File: config.mk
export PLATFORM = sky130hd
export DESIGN_NAME = spi_mstr_16b_flat
export DESIGN_NICKNAME = d
export VERILOG_FILES = /design/src/rtl/spi_mstr_16b_pkg.sv /design/src/rtl/spi_mstr_16b_if.sv /design/src/rtl/spi_mstr_16b.sv /design/src/flat_wrapper.sv
export SDC_FILE = /design/constraint.sdc
export NUM_CORES = 1
export LEC_CHECK = 0
export ABC_AREA = 1
export BUFFER_PORTS_ARGS = -buffer_cell sky130_fd_sc_hd__buf_4
export CAP_MARGIN = 20
export CORE_MARGIN = 1
export CORE_UTILIZATION = 56
export DETAILED_ROUTE_END_ITERATION = 8
export MAX_ROUTING_LAYER = met4
export PLACE_DENSITY = 0.83
export SYNTH_ARGS = -nofsm -noshare
export SYNTH_HDL_FRONTEND = slang
export SYNTH_SLANG_ARGS = --single-unit
File: constraint.sdc
create_clock -name clk -period 5.15 [get_ports clk]
set_input_delay 1.545 -clock clk [delete_from_list [all_inputs] [get_ports clk]]
set_output_delay 1.545 -clock clk [all_outputs]
set_load 0.005 [all_outputs]
File: src/rtl/spi_mstr_16b_pkg.sv
// Shared types and constants for the 16-bit SPI master.
package spi_pkg;

  typedef enum logic {
    IDLE  = 1'b0,
    SHIFT = 1'b1
  } spi_state_t;

  localparam int SPI_WORD_W = 16;
  localparam int SPI_DIV_W  = 5;

  // Divider preset on load: leaves SCLK high for a quarter period before the first fall.
  function automatic int spi_porch(int div_w);
    return (1 << div_w) - (1 << (div_w - 2)) - 1;
  endfunction

endpackage

File: src/rtl/spi_mstr_16b_if.sv
// Command/response and serial-pin bundle between the inertial FSM, the SPI master and the sensor.
interface spi_mstr_16b_if;
  import spi_pkg::*;

  logic                  wrt;
  logic [SPI_WORD_W-1:0] cmd;
  logic                  done;
  logic [SPI_WORD_W-1:0] rd_data;
  logic                  SS_n;
  logic                  SCLK;
  logic                  MOSI;
  logic                  MISO;

  modport master (input  wrt, cmd, MISO,
                  output SS_n, SCLK, MOSI, done, rd_data);
  modport slave  (output wrt, cmd, MISO,
                  input  SS_n, SCLK, MOSI, done, rd_data);
endinterface

File: src/rtl/spi_mstr_16b.sv
// 16-bit full-duplex SPI master, MSB first, SCLK idles high; sample on rise, shift on fall.
module spi_mstr_16b
  import spi_pkg::*;
#(
  parameter int DIV_W = SPI_DIV_W
) (
  input  logic           clk,
  input  logic           rst_n,
  spi_mstr_16b_if.master bus
);

  localparam logic [DIV_W-1:0] PORCH    = DIV_W'(spi_porch(DIV_W));
  localparam logic [DIV_W-1:0] RISE_PH  = {1'b0, {(DIV_W-1){1'b1}}};
  localparam logic [DIV_W-1:0] FALL_PH  = '1;
  localparam logic [4:0]       LAST_CNT = 5'(SPI_WORD_W);

  spi_state_t            state_q, state_d;
  logic [DIV_W-1:0]      div_q, div_d;
  logic [SPI_WORD_W-1:0] shft_q;
  logic [4:0]            smpl_cnt_q;
  logic                  miso_smpl_q, smpl_pend_q, done_q;
  logic                  rise_ev, shift_ev, last_ev;

  // Divider phase is the incremented count, so SCLK edges and the sample/shift
  // strobes land on the same clk edge.
  assign div_d    = div_q + 1'b1;
  assign rise_ev  = (state_q == SHIFT) && (div_d == RISE_PH);
  assign shift_ev = (state_q == SHIFT) && (div_d == FALL_PH) && smpl_pend_q;
  assign last_ev  = shift_ev && (smpl_cnt_q == LAST_CNT);

  always_ff @(posedge clk or negedge rst_n) begin
    if (!rst_n) state_q <= IDLE;
    else        state_q <= state_d;
  end

  always_comb begin
    state_d = state_q;
    unique case (state_q)
      IDLE:    if (bus.wrt) state_d = SHIFT;
      SHIFT:   if (last_ev) state_d = IDLE;
      default: state_d = IDLE;
    endcase
  end

  always_comb begin
    bus.SS_n = 1'b1;
    bus.SCLK = 1'b1;
    if (state_q == SHIFT) begin
      bus.SS_n = 1'b0;
      bus.SCLK = div_d[DIV_W-1];
    end
  end

  always_ff @(posedge clk or negedge rst_n) begin
    if (!rst_n) begin
      div_q       <= PORCH;
      shft_q      <= '0;
      smpl_cnt_q  <= '0;
      miso_smpl_q <= 1'b0;
      smpl_pend_q <= 1'b0;
      done_q      <= 1'b0;
    end else if (state_q == IDLE) begin
      if (bus.wrt) begin
        shft_q      <= bus.cmd;
        div_q       <= PORCH;
        smpl_cnt_q  <= '0;
        smpl_pend_q <= 1'b0;
        done_q      <= 1'b0;
      end
    end else begin
      div_q <= div_d;
      if (rise_ev) begin
        miso_smpl_q <= bus.MISO;
        smpl_cnt_q  <= smpl_cnt_q + 5'd1;
        smpl_pend_q <= 1'b1;
      end
      if (shift_ev) begin
        shft_q      <= {shft_q[SPI_WORD_W-2:0], miso_smpl_q};
        smpl_pend_q <= 1'b0;
      end
      if (last_ev) done_q <= 1'b1;
    end
  end

  assign bus.MOSI    = shft_q[SPI_WORD_W-1];
  assign bus.done    = done_q;
  assign bus.rd_data = shft_q;

endmodule

File: src/flat_wrapper.sv
// flat-port wrapper written by rule: the top's interface ports become plain ports
module spi_mstr_16b_flat import spi_pkg::*;
#(
  parameter int DIV_W = SPI_DIV_W
)
  (clk, rst_n, bus_wrt, bus_cmd, bus_MISO, bus_SS_n, bus_SCLK, bus_MOSI, bus_done, bus_rd_data);
  spi_mstr_16b_if bus_i ();
  input  logic clk;
  input  logic rst_n;
  input wire logic [$bits(bus_i.wrt)-1:0] bus_wrt;
  input wire logic [$bits(bus_i.cmd)-1:0] bus_cmd;
  input wire logic [$bits(bus_i.MISO)-1:0] bus_MISO;
  output wire logic [$bits(bus_i.SS_n)-1:0] bus_SS_n;
  output wire logic [$bits(bus_i.SCLK)-1:0] bus_SCLK;
  output wire logic [$bits(bus_i.MOSI)-1:0] bus_MOSI;
  output wire logic [$bits(bus_i.done)-1:0] bus_done;
  output wire logic [$bits(bus_i.rd_data)-1:0] bus_rd_data;
  assign bus_i.wrt = bus_wrt;
  assign bus_i.cmd = bus_cmd;
  assign bus_i.MISO = bus_MISO;
  assign bus_SS_n = bus_i.SS_n;
  assign bus_SCLK = bus_i.SCLK;
  assign bus_MOSI = bus_i.MOSI;
  assign bus_done = bus_i.done;
  assign bus_rd_data = bus_i.rd_data;
  spi_mstr_16b #(.DIV_W(DIV_W)) u_core (.clk(clk), .rst_n(rst_n), .bus(bus_i));
endmodule
==> summary.txt <==
Status
  – Status: finished clean

Min path
  – HP Class: reg2reg
  – Hold path cells: 2
  – Worst Hold Endpoint: u_core.miso_smpl_q$_DFFE_PN0P_
  – Hold_sp: u_core.miso_smpl_q$_DFFE_PN0P_

Final layout
  – Most frequent cells in the layout: nand2_1 (107), buf_4 (39), nand3_1 (28)
  – Design area: roughly 0.0019 mm²
  – Commonest non-fill, non-tap cell in the layout: nand2_1
  – Layout area overhead: 19.09%
  – N_diodes: 0
  – Fin nets: 278
  – Share of layout cells above drive strength 1: between 20% and 30%

Critical path
  – Worst setup EP type: output port
  – Worst Reg2Reg Path Length in Cells: 5
  – Worst R2R End: u_core.bus.rd_data[15]$_DFFE_PN0P_
  – Delay-heaviest family, CP: flip-flops
  – Crit path top cell by count: nand3_1
  – WP data arrival: around 1700 ps
  – CP max FO: 7
  – Slowest CP cell: dfstp_2
  – Critical Path, Cell by Cell: ha_1 -> nand3_1 -> nand2_1 -> nand3_1 -> buf_4
  – Reg2reg setup slack: ~2700 ps
  – Worst path bufs/invs: 1
  – Delay of the slowest critical-path stage: around 600 ps
  – Crit path launch type: flip-flop
  – Worst EP required: 3610 ps
  – Crit Path Class: reg2out
  – Worst R2R Start: u_core.state_q$_DFF_PN0_

Run
  – MaxCap Viol Count: 0

STA
  – Setup TNS: 0 ps
  – Fin worst setup slack: 1867 ps
  – Final hold violations: 0
  – Clk_skew: around 6.3 ps
  – Peak Freq: ~0.30 GHz
  – Final setup violation count: 0
  – Tmin final: 3283 ps
  – Fin. max-slew vios: 0
  – Worst Hold Slack: 499.7 ps
  – Slew margin rel.: 42.99%
  – RSZ-0062 raised after global routing: no
  – Fin crit share: between 60% and 70%
  – Slew @ Worst Pin: ~850 ps

Placed design
  – Pre-CTS WS: between 2000 and 2500 ps
  – Port Buffer Count: 39
  – Gpl congestion: between 0.8 and 0.9
  – DP Wirelength: between 2000 and 2500 µm
  – Placed Instance Area: roughly 0.0019 mm²

CTS
  – Clock Latency Late Sink: around 330 ps
  – Post-CTS Setup Bufs: 0
  – Clk slew on worst S/H paths: ~90 ps
  – H-Tree Depth: 2
  – Clock Tree Buf Depth: 2
  – Clk root buf: clkbuf_4
  – Number of hold buffers added after cts: 0
  – Sink Count: 30
  – CTS-repair resized insts: 0
  – CTS tree: done
  – CTS buffer count: 5

Pwr
  – Sequential share of power: around 46%
  – Sw frac: 38.24%
  – PD cells: around 520 mW/mm²
  – Total Power: roughly 1000 µW
  – Int Power: just over 600 µW
  – Gate power share: 41.7%
  – Leakage: approximately 0.0011 µW
  – Clock power share: between 10% and 20%
  – VDD IR-drop max: 0.0004148 V
  – Sw Pwr: 383.3 µW

Drt
  – Iter 0 DRT Violations: between 40 and 50
  – Drt pass-1 iters: 4
  – Vias: 1527
  – Vias per Instance: approximately 5.4
  – Total wire length: 3574 µm
  – Antenna Nets Post-Route: 0
  – DRC viols: 0
  – Wire per inst: between 10 and 15 µm

Synth
  – Mapped Nets: between 200 and 250
  – Yosys reg bits: 30
  – Sequential area share after synthesis: a little under half
  – Syn Inst Count: 218
  – Synth unique cells: 27
  – Number of synthesis warnings: 0
  – Post-synthesis average cell area: 7.484 µm²
  – Post-Syn Area: roughly 0.0016 mm²

Die
  – Die Y-Extent: 55.98 µm
  – Die X: ~56 µm
  – # IOs: 40
  – Core area: between 0.002 and 0.003 mm²
  – Initial Utilization: around 59%
  – FP Rows: 19
  – Die area: about 0.0031 mm²

Global routing
  – First-pass GRT wire length: a little over 6000 µm
  – Total track usage: between 20% and 30%
  – Vias in the first global route: about 1400
  – Pin count of the biggest net entering global routing: 31
  – Total congestion overflow: 0
  – Initial antenna violation count: 0
-- registers in the layout, summed over array words and instances (netlist names) --
signal	flops
u_core.bus.done	1
u_core.state_q	1
u_core.smpl_cnt_q	5
u_core.div_q	5
u_core.smpl_pend_q	1
u_core.miso_smpl_q	1
u_core.bus.rd_data	16
-- power groups by stage --
stage	clock [µW]	sequential, µW	combinational, µW
2_1_floorplan	0	433	272
3_3_place_gp	0	453	404
3_5_place_dp	0	458	420
4_1_cts	130	454	421
5_1_grt	141	473	477
6_report	128	457	418
-- Yosys cell counts --
cell      count  area [µm²]
nand2_1     107       401.6
nand3_1      28       140.1
dfrtp_1      26       650.6
nor2_1       10       37.54
inv_1         9       33.78
clkbuf_1      4       15.01
dfstp_2       4       105.1
ha_1          4       50.05
nand4_1       3       18.77
xor2_1        3       26.28
buf_4         2       15.01
nand2_4       2       22.52
o21ai_0       2       10.01
a21oi_1       1       5.000
a21oi_2       1       8.760
and3_1        1       6.260
buf_1         1       3.750
buf_2         1       5.000
buf_6         1       11.26
buf_8         1       15.01
inv_2         1       3.750
nand3_2       1       10.01
nor2_2        1       6.260
o22a_1        1       8.760
o22ai_1       1       6.260
or2_0         1       6.260
xnor2_1       1       8.760
-- per-stage QoR --
stage / util [%] / std cells
floorplan: - / 218
global placement: 68.83 / 278
detailed placement: 68.83 / 278
CTS: 70.46 / 285
global route: 70.46 / 285
finish: 70.46 / 285
-- worst max path at each step --
| stage | startpoint | end | slack [ps] | depth (start not counted) |
|---|---|---|---|---|
| 4_1_cts | u_core.div_q[0]$_DFFE_PN1P_ | bus_SCLK | 1880 | 5 |
| 3_3_place_gp | u_core.div_q[0]$_DFFE_PN1P_ | bus_SCLK | 2270 | 5 |
| 3_5_place_dp | u_core.div_q[0]$_DFFE_PN1P_ | bus_SCLK | 2240 | 5 |
| 6_report | u_core.div_q[0]$_DFFE_PN1P_ | bus_SCLK | 1870 | 5 |
| 2_1_floorplan | u_core.div_q[0]$_DFFE_PN1P_ | bus_SCLK | 2510 | 4 |
| 5_1_grt | u_core.div_q[0]$_DFFE_PN1P_ | bus_SCLK | 1780 | 5 |
-- logic make-up after synthesis --
family / Yosys count / share of synthesized area [%]
xor gates and xnor gates: 4 / 2.148
buffers and inverters: 20 / 6.287
DFF: 30 / 46.32
adders and majority gates: 4 / 3.068
AOI/OAI and AO/OA: 6 / 2.377
and+or+nand+nor: 154 / 39.80
-- layout make-up --
cell class / instances / area, µm²
Fill cell: 236 / 814.5
Sequential cell: 30 / 755.7
Multi-Input combinational cell: 168 / 773.2
Tap cell: 31 / 38.79
Inverter: 10 / 37.54
Timing Repair Buffer: 39 / 292.8
Clock buffer: 7 / 45.04
-- per-layer routing --
layer	up-vias	track usage [%]	wire (µm)
met1	712	33.38	1566
met3	7	5.349	215
li1	752	-	-
met4	0	12.20	60
met2	56	40.14	1731
met5	-	-	0
-- worst min-delay path, delay by kind of cell, from the launching register on --
kind	cells	cell delay, ps
flip-flops	1	360
AND/OR/NAND/NOR	2	110
Note: power is estimated with default switching activity, not from simulation.
